===== config.mk =====
export PLATFORM = sky130hd
export DESIGN_NAME = piso_tx
export DESIGN_NICKNAME = d
export VERILOG_FILES = /design/src/rtl/piso_pkg.sv /design/src/rtl/piso_bit_cnt.sv /design/src/rtl/piso_tx.sv
export SDC_FILE = /design/constraint.sdc
export NUM_CORES = 1
export LEC_CHECK = 0
export BUFFER_PORTS_ARGS = -buffer_cell sky130_fd_sc_hd__buf_2
export CAP_MARGIN = 20
export CORE_AREA = 2 2 39 41
export DETAILED_ROUTE_END_ITERATION = 8
export DIE_AREA = 0 0 41 43
export PLACE_DENSITY = 0.59
export SYNTH_ARGS = -nofsm -noshare
export SYNTH_HDL_FRONTEND = slang
export SYNTH_HIERARCHICAL = 1
export SYNTH_SLANG_ARGS = --single-unit

===== constraint.sdc =====
create_clock -name clk -period 1.51 [get_ports clk]
set_input_delay 0.0755 -clock clk [delete_from_list [all_inputs] [get_ports clk]]
set_output_delay 0.0755 -clock clk [all_outputs]
set_load 0.03 [all_outputs]

===== src/rtl/piso_pkg.sv =====
// Purpose: shared types and sizing helpers for the piso_tx serial transmitter.
// Latency: n/a (declarations only).
// Backpressure: n/a. Holds the FSM state encoding, the default word width and the
// bit-counter width function used by piso_tx and piso_bit_cnt.
package piso_pkg;

    typedef enum logic [1:0] {
        IDLE  = 2'd0,
        SHIFT = 2'd1,
        PAR   = 2'd2
    } state_t;

    localparam int DEFAULT_WIDTH = 4;

    // Counter must be able to hold WIDTH, so it needs clog2(WIDTH+1) bits.
    function automatic int cnt_width(input int w);
        return $clog2(w + 1);
    endfunction

endpackage


===== src/rtl/piso_bit_cnt.sv =====
// Purpose: loadable up-counter of serial bit positions with a terminal-count flag.
// Latency: load/increment take effect on the next posedge; tc is combinational from the count.
// Backpressure: none; counts whenever en is high.
// Ports: clk, rst (sync, active-high), load (clear to 0), en (increment),
//        tc (count equals WIDTH-1, i.e. the final data bit is on the line).
module piso_bit_cnt #(
    parameter int WIDTH = 4,
    parameter int CW    = 3
) (
    input  logic clk,
    input  logic rst,
    input  logic load,
    input  logic en,
    output logic tc
);

    localparam logic [CW-1:0] LAST = CW'(WIDTH - 1);

    logic [CW-1:0] cnt;

    always_ff @(posedge clk) begin
        if (rst) begin
            cnt <= '0;
        end else if (load) begin
            cnt <= '0;
        end else if (en) begin
            cnt <= cnt + CW'(1);
        end
    end

    assign tc = (cnt == LAST);

endmodule


===== src/rtl/piso_tx.sv =====
// Purpose: parallel-in serial-out transmitter, one bit per clk, framed by sout_valid.
// Latency: first bit on sout the cycle after accept; done coincides with the final bit.
// Backpressure: load_ready only in IDLE or on the final-bit cycle; no stall once a word starts.
// Ports: clk, rst (sync, active-high), din[WIDTH], load_valid/load_ready handshake,
//        sout/sout_valid (registered serial stream), done (pulse on last serial bit).
// Build option: define PISO_PARITY_EN to append an even-parity bit (PAR state) to each frame.
module piso_tx
    import piso_pkg::*;
#(
    parameter int WIDTH     = DEFAULT_WIDTH,
    parameter bit MSB_FIRST = 1'b1
) (
    input  logic             clk,
    input  logic             rst,
    input  logic [WIDTH-1:0] din,
    input  logic             load_valid,
    output logic             load_ready,
    output logic             sout,
    output logic             sout_valid,
    output logic             done
);

    localparam int CW = cnt_width(WIDTH);

    state_t           state_q, state_d;
    logic [WIDTH-1:0] shreg_q, shreg_d;
    logic             sout_q, sout_d;
    logic             vld_q, vld_d;
    logic             cnt_load, cnt_en;
    logic             last_data;
    logic             done_int;
    logic             accept;
    logic [WIDTH-1:0] shreg_shifted;
    logic             next_bit;
    logic             first_bit;
`ifdef PISO_PARITY_EN
    logic             par_q, par_d;
`endif

    piso_bit_cnt #(
        .WIDTH (WIDTH),
        .CW    (CW)
    ) u_bit_cnt (
        .clk  (clk),
        .rst  (rst),
        .load (cnt_load),
        .en   (cnt_en),
        .tc   (last_data)
    );

    // The bit currently on sout sits at the output end of shreg_q; the
    // next bit to send is its neighbour one position inward.
    assign shreg_shifted = MSB_FIRST ? {shreg_q[WIDTH-2:0], 1'b0}
                                     : {1'b0, shreg_q[WIDTH-1:1]};
    assign next_bit      = MSB_FIRST ? shreg_q[WIDTH-2] : shreg_q[1];
    assign first_bit     = MSB_FIRST ? din[WIDTH-1] : din[0];

`ifdef PISO_PARITY_EN
    assign done_int = (state_q == PAR);
`else
    assign done_int = (state_q == SHIFT) && last_data;
`endif

    // A word aborted by reset never signals done.
    assign done       = done_int & ~rst;
    assign load_ready = rst | (state_q == IDLE) | done_int;
    assign accept     = load_valid & load_ready & ~rst;

    always_ff @(posedge clk) begin
        if (rst) begin
            state_q <= IDLE;
        end else begin
            state_q <= state_d;
        end
    end

    always_comb begin
        state_d  = state_q;
        shreg_d  = shreg_q;
        sout_d   = 1'b0;
        vld_d    = 1'b0;
        cnt_load = 1'b0;
        cnt_en   = 1'b0;
`ifdef PISO_PARITY_EN
        par_d    = par_q;
`endif
        case (state_q)
            SHIFT: begin
                if (!last_data) begin
                    shreg_d = shreg_shifted;
                    sout_d  = next_bit;
                    vld_d   = 1'b1;
                    cnt_en  = 1'b1;
                end else begin
`ifdef PISO_PARITY_EN
                    state_d = PAR;
                    sout_d  = par_q;
                    vld_d   = 1'b1;
`else
                    state_d = IDLE;
`endif
                end
            end
`ifdef PISO_PARITY_EN
            PAR: begin
                state_d = IDLE;
            end
`endif
            default: begin
                state_d = state_q;
            end
        endcase

        // Accept overrides the end-of-frame return to IDLE so a new word
        // follows the final bit with no gap.
        if (accept) begin
            state_d  = SHIFT;
            shreg_d  = din;
            sout_d   = first_bit;
            vld_d    = 1'b1;
            cnt_load = 1'b1;
`ifdef PISO_PARITY_EN
            par_d    = ^din;
`endif
        end
    end

    always_ff @(posedge clk) begin
        if (rst) begin
            shreg_q <= '0;
            sout_q  <= 1'b0;
            vld_q   <= 1'b0;
`ifdef PISO_PARITY_EN
            par_q   <= 1'b0;
`endif
        end else begin
            shreg_q <= shreg_d;
            sout_q  <= sout_d;
            vld_q   <= vld_d;
`ifdef PISO_PARITY_EN
            par_q   <= par_d;
`endif
        end
    end

    assign sout       = sout_q;
    assign sout_valid = vld_q;

endmodule


## Word-level counts from Yosys, hierarchy flattened

Cells that the tools add are included.
Widths: inputs -> output; s select.

| operators by class | value |
|---|---|
| add/subtract/negate cells | 1 |
| multiply operators | 0 |
| div/mod/pow operators | 0 |
| $lt $le $gt $ge | 0 |
| eq/ne operators | 2 |
| shift-type cells | 0 |
| muxes and demuxes | 13 |
| bitwise gates (word level) | 6 |
| reductions and logical operators | 7 |

Operators with widths:

| operator | count |
|---|---|
| $mux 1 | 10 |
| $mux 3 | 3 |
| $reduce_and 2->1 | 2 |
| $reduce_bool 2->1 | 2 |
| $add 3x1->3 const B | 1 |
| $and 1x1->1 | 3 |
| $eq 3x2->1 const B | 1 |
| $logic_not 2->1 | 1 |
| $ne 2x1->1 const B | 1 |
| $or 1x1->1 | 2 |
| $reduce_or 2->1 | 1 |
| $logic_and 1x1->1 | 1 |
| $not 1->1 | 1 |

| word-level totals | value |
|---|---|
| register bits | 9 |
| latch bits | 0 |
| bits in writable memories | 0 |
| memory bits (read-only) | 0 |
| input bits | 7 |
| output and inout port bits | 4 |
| word-level logic and storage cells | 34 |
| memories | 0 |

## Logic depth before layout (Yosys ltp)

Gate-level depths: netlist of the first run.

| depth | value |
|---|---|
| depth in word-level cells | 7 |
| gate-level depth with buffers | 6 |
| gate-level depth less buffers | 6 |

## By module

Netlist of the first run, hierarchy kept.

By module, submodules not included:

| module | instances | cells an instance | area each (um2) | seq. area each (um2) |
|---|---|---|---|---|
| piso_tx | 1 | 25 | 240.2 | 120.1 |
| piso_bit_cnt | 1 | 12 | 146.4 | 60.1 |

## Worst setup path after synthesis of the first run

No wires, ideal clock.

| timing | value |
|---|---|
| kind | register to register |
| start | register u_bit_cnt.cnt[0] |
| end | register u_bit_cnt.cnt[2] |
| setup time | 103 ps |
| data arrival time | 1507 ps |
| required time | 1407 ps |
| slack | -101 ps |
| stages on the path, launching flop included | 7 |
| buffers on the path | 0 |
| period minus slack after synthesis | 1611 ps |
| cell sequence | dfxtp_1 > ha_1 > ha_1 > nand2b_1 > inv_1 > nor2_1 > a2111oi_2 |

| on the way | value |
|---|---|
| elaborated cells between the ends (all ways) | 10 |
| classes of those cells | 1 x add/sub; 1 x eq/ne; 3 x mux; 3 x bitwise; 2 x reduce/logical |

RTL lines:

| what | line | RTL |
|---|---|---|
| start: declaration | piso_bit_cnt.sv:19 | `logic [CW-1:0] cnt;` |
| start signal: assignment | piso_bit_cnt.sv:27 | `cnt <= cnt + CW'(1);` |
| $eq 3x2->1 | piso_bit_cnt.sv:31 | `assign tc = (cnt == LAST);` |
| named net last_data | piso_tx.sv:30 | `logic last_data;` |
| $mux 1 | piso_tx.sv:89 | `if (!last_data) begin` |
| $mux 1 | piso_tx.sv:87 | `case (state_q)` |
| named net cnt_en | piso_tx.sv:29 | `logic cnt_load, cnt_en;` |

The timed path passes the listed nets, and every way through them passes these cells.
A chain may end at the register's enable or synchronous reset.

## Worst setup path in the final report of the first run

| timing | value |
|---|---|
| start | register u_bit_cnt.cnt[0] |
| end | output port load_ready |

| on the way | value |
|---|---|
| cells in the longest elaborated chain, start to end | 3 |

Ends and longest elaborated chain:

| what | line | RTL |
|---|---|---|
| $eq 3x2->1 | piso_bit_cnt.sv:31 |  |
| named net last_data | piso_tx.sv:30 |  |
| $logic_and 1x1->1 | piso_tx.sv:61 | `assign done_int = (state_q == SHIFT) && last_data;` |
| $or 1x1->1 | piso_tx.sv:66 | `assign load_ready = rst \| (state_q == IDLE) \| done_int;` |
| end: declaration | piso_tx.sv:17 | `output logic load_ready,` |

The timed path passes the listed nets, and every way through them passes these cells.

==> flow_metrics.tcl, run 1 <==
set metrics [dict create \
    skew_ns 0.00101 \
    grt_use_total 0.104 \
    synth_area_um2 387 \
    cts_tree "built" \
    nFillCells 123 \
    register_area_um2 183 \
    fp-row-count 14 \
    viasPerCell 4.66 \
    fin_util 0.452 \
    finalCritPeriodShare 0.995 \
    ys_seq_elements 9 \
    vias 354 \
    first_global_vias 309 \
    rsz0062_at_grt "true" \
    cp_max_fo 2 \
    ant_nets 0 \
    holdCritPathClass "in2reg" \
    numClockSinks 9 \
    io_buffers 10 \
    synth_area_leaders "dfxtp_1, mux2i_1, ha_1" \
    cts_made_buffers 3 \
    dieArea_um2 1760 \
    cts.htree.levels 1 \
    peakVddDrop_uv 320 \
    maxCapViolCount 0 \
    final_common_cell "buf_2" \
    required_ns 1.43 \
    worstSkewPairLatency_ns 0.26 \
    drt-initial-drc-count 1 \
    totalWireLength_um 921 \
    initial_core_util 0.279 \
    hpwl_um 520 \
    syn-num-nets 46 \
    path_clk_slew_ns 0.06 \
    finalMaxSlewViolations 0 \
    status "finished, final reports clean" \
    crit_arrival_ns 1.43 \
    die_w_um 41 \
    power.leakage_nw 0.280 \
    grt-ovfl-total 0 \
    yosysTopAreaCellShare 0.466 \
    antenna_cells 0 \
    crit_type "reg2out" \
    yosysWarnings 6 \
    gp_congestion 0.661 \
    end_kind "primary output" \
    postSynthCellCount 37 \
    yosysTopAreaCell "dfxtp_1" \
    antenna_found_initial 0 \
    avgRoutedWirePerCell_um 12.1 \
    final_area_um2 626 \
    maxSlewHeadroom 0.828 \
    root_buffer "clkbuf_4" \
    remaining_drc_errors 0 \
    cts_hold_buf 0 \
    grt_max_degree 11 \
    syn_to_final_growth_pct 61.8 \
    final_layout_size_suffix_gt1_frac 0.567 \
    core-area_um2 1380 \
    tightest_slew_ns 0.257 \
    setup_viol 0 \
    startpoint_type "flip-flop" \
    seq_area_frac_synth 0.466 \
    fmax_mhz 665 \
    p_per_area_nw_per_um2 993 \
    multiInputGateArea_um2 255 \
    tns_ns 0 \
    die_h_um 43 \
    drtPass1Iterations 3 \
    final_cell_mix "buf_2, buf_4, dfxtp_1" \
    cts_buffer_depth 2 \
    io_pins 11 \
    post-route-min-period_ns 1.50 \
    syn_avg_cell_area_um2 10.4 \
    netlist-cell-type-count 17 \
    hold_viol_final 0 \
    final_nets 70 \
    grt_pass1_wl_um 1190 \
    placed_area_um2 487 \
]
[worst paths after layout]
kind	end	startpoint	cells after the start	slack (ns)
worst max-delay path	load_ready	u_bit_cnt/cnt[0]	4	0.007
worst min-delay path	sout	din[3]	3	0.08
worst max register to register	u_bit_cnt/cnt[2]	u_bit_cnt/cnt[0]	8	0.02
worst min register to register	sout	shreg_q[2]	2	0.45
[sequential cells by signal, indices dropped and copies added (netlist names)]
register / cells
u_bit_cnt/cnt: 3
state_q: 1
sout_valid: 1
shreg_q: 3
sout: 1
[per-stage QoR]
stage,hold slack [ns],worst slack [ns],std cells,power (W)
floorplan,0.145,0.0531,37,0.000344
global placement,0.352,0.0415,66,0.000380
detailed placement,0.354,0.0201,66,0.000382
CTS,0.0808,-0.0497,73,0.000585
global route,0.0846,-0.0363,76,0.000654
finish,0.0850,0.00723,76,0.000621
[cells in the mapped netlist]
cell and number:
dfxtp_1 9, mux2i_1 4, nor2_1 4, nand2_1 3, a211oi_1 2, ha_1 2
inv_1 2, nor3_2 2, a2111oi_2 1, a21oi_1 1, and3b_1 1, nand2b_1 1
nand3_1 1, nor3_1 1, or2b_1 1, or3b_4 1, xnor2_1 1
[report_power, final]
group          switching (W)  internal [W]  leakage [nW]
clock network      0.0000862      0.000102        0.0150
registers          0.0000152      0.000260        0.0752
logic              0.0000758     0.0000826         0.190
total               0.000177      0.000444         0.280
[worst max-delay path: stages (launching register included)]
cell,delay [ns]
dfxtp_2,0.34
ha_4,0.16
ha_4,0.15
or3b_4,0.37
buf_6,0.15
[cells by family after synthesis]
kind of cell	after synthesis	share of synthesized area
xor gates and xnor gates	1	0.0227
DFF	9	0.466
muxes	4	0.104
adders and majority gates	2	0.0647
AOI/OAI and AO/OA	4	0.0906
and+or+nand+nor	15	0.233
buffers and inverters	2	0.0194
[area by class of cell]
type                       count  share of cell area
clock buffer                   4              0.0420
inverter                       2              0.0160
multi-input combinational     26               0.408
sequential                     9               0.292
tap                           16              0.0320
timing repair buffer          19               0.210
[repair_timing]
item,CTS,global route
setup buffers,3,3
endpoints found under the setup margin,1,5
resized for setup,6,9
pin swaps,3,5
[per-layer routing]
layer | wire length [um] | vias up | GRT usage
met4 | 14 | 0 | 0.0800
met1 | 403 | 166 | 0.123
met2 | 451 | 9 | 0.147
li1 | - | 177 | -
met5 | 0 | - | 0
met3 | 51 | 2 | 0.0314
No activity file was read; power rests on OpenSTA's default activity.
==> run 2, diff against run 1 <==
- BUFFER_PORTS_ARGS: -buffer_cell sky130_fd_sc_hd__buf_2 -> default
- CAP_MARGIN: 20 -> default
- DONT_BUFFER_PORTS: default -> 1
- PLACE_DENSITY: 0.59 -> 0.52
==> flow_metrics.tcl, run 2 (synthesis gave the netlist of run 1 again) <==
set metrics [dict create \
    top_layer "met3" \
    cp_cell_sequence "ha_2, ha_4, or3b_4" \
    skew_ns 0.000362 \
    pre_cts_slack_ns 0.0172 \
    fmax_mhz 684 \
    largestRegisters "shreg_q (3), u_bit_cnt/cnt (3)" \
    cts_made_buffers 3 \
    p_per_area_nw_per_um2 1090 \
    crit_buf_inv 0 \
    hold_depth 2 \
    crit_type "reg2out" \
    avgRoutedWirePerCell_um 10.8 \
    final_layout_size_suffix_gt1_frac 0.304 \
    wl_met1_um 276 \
    dieArea_um2 1760 \
    nFillCells 142 \
    hold_viol_final 0 \
    gp_congestion 0.594 \
    drtPass1Iterations 3 \
    final_nets 56 \
    ant_nets 0 \
    grt_use_total 0.0915 \
    hold_slack_ns 0.0263 \
    peakVddDrop_uv 636 \
    numClockSinks 9 \
    path_clk_slew_ns 0.06 \
    grt_max_degree 8 \
    totalWireLength_um 672 \
    finalCritPeriodShare 0.968 \
    final_cell_mix "dfxtp_1, nor2_1, mux2i_1" \
    crit_arrival_ns 1.39 \
    syn_to_final_growth_pct 30.4 \
    io_pins 11 \
    die_w_um 41 \
    setup_viol 0 \
    drt-initial-drc-count 3 \
    root_buffer "clkbuf_4" \
    final_common_cell "dfxtp_1" \
    grt-ovfl-total 0 \
    fin_ws_ns 0.0485 \
    maxSlewHeadroom 0.801 \
    cts_tree "built" \
    end_kind "primary output" \
    ff2ff_path_depth 6 \
    grt_pass1_wl_um 1050 \
    rsz0062_at_grt "false" \
    tightest_slew_ns 0.298 \
    io_buffers 0 \
    post-route-min-period_ns 1.46 \
    startpoint_type "flip-flop" \
    fp-row-count 14 \
    critPathMaxStageDelay_ns 0.44 \
    critPathSlowestCell "or3b_4" \
    vias 289 \
    antenna_cells 0 \
    hpwl_um 504 \
    worst-path-stages 3 \
    wl_met2_um 329 \
    antenna_found_initial 0 \
    first_global_vias 273 \
    cts_setup_buffers 0 \
    tns_ns 0 \
    status "finished, final reports clean" \
    cts_buffer_depth 2 \
    worstSkewPairLatency_ns 0.26 \
    core-area_um2 1380 \
    cp_top_family "simple AND/OR/NAND/NOR gates" \
    power.leakage_nw 0.209 \
    met3WireLength_um 65 \
    required_ns 1.43 \
    finalMaxSlewViolations 0 \
    maxCapViolCount 0 \
    initial_core_util 0.279 \
    remaining_drc_errors 0 \
    viasPerCell 4.66 \
    cts.htree.levels 1 \
    holdCritPathClass "in2reg" \
    cp_max_fo 3 \
    die_h_um 43 \
]
[run 2: worst paths after layout]
kind	startpoint	endpoint	slack, ns
worst min-delay path	din[0]	shreg_q[0]	0.03
worst max register to register	u_bit_cnt/cnt[0]	u_bit_cnt/cnt[2]	0.12
worst min register to register	shreg_q[2]	sout	0.47
worst max-delay path	u_bit_cnt/cnt[0]	load_ready	0.05
[run 2: stage by stage]
| stage | cells | utilization | area, um2 | power (W) |
|---|---|---|---|---|
| floorplan | 37 | - | 394 | 0.000344 |
| global placement | 55 | 0.310 | 429 | 0.000357 |
| detailed placement | 55 | 0.310 | 429 | 0.000361 |
| CTS | 62 | 0.355 | 492 | 0.000557 |
| global route | 62 | 0.364 | 504 | 0.000587 |
| finish | 62 | 0.364 | 504 | 0.000551 |
[run 2: worst register-to-register path: stages (launching register included)]
cell,delay (ns)
dfxtp_2,0.33
ha_2,0.20
ha_4,0.16
nand2b_4,0.14
inv_4,0.09
nor2_1,0.07
a2111oi_2,0.31
[run 2: repair_timing]
action,CTS,global route
setup endpoints to repair,1,2
hold buffers,3,0
resized for setup,3,2
pin swaps,2,1
endpoints found under the hold margin,7,0
[run 2: final cells by class]
| cell class | count | area, um2 | area share |
|---|---|---|---|
| multi-input combinational | 26 | 221 | 0.439 |
| sequential | 9 | 181 | 0.360 |
| timing repair buffer | 5 | 45.0 | 0.0893 |
| clock buffer | 4 | 26.3 | 0.0521 |
| tap | 16 | 20.0 | 0.0397 |
| inverter | 2 | 10.0 | 0.0199 |
[run 2: routing by layer]
layer | track usage | vias up
met5 | 0 | -
met4 | 0.0400 | 0
met3 | 0.0838 | 0
met2 | 0.122 | 9
met1 | 0.0971 | 133
li1 | - | 147
[run 2: power by group]
group / switching (W) / internal [W]
Combinational: 0.0000440 / 0.0000452
Clock: 0.0000797 / 0.000102
Sequential: 0.0000212 / 0.000260
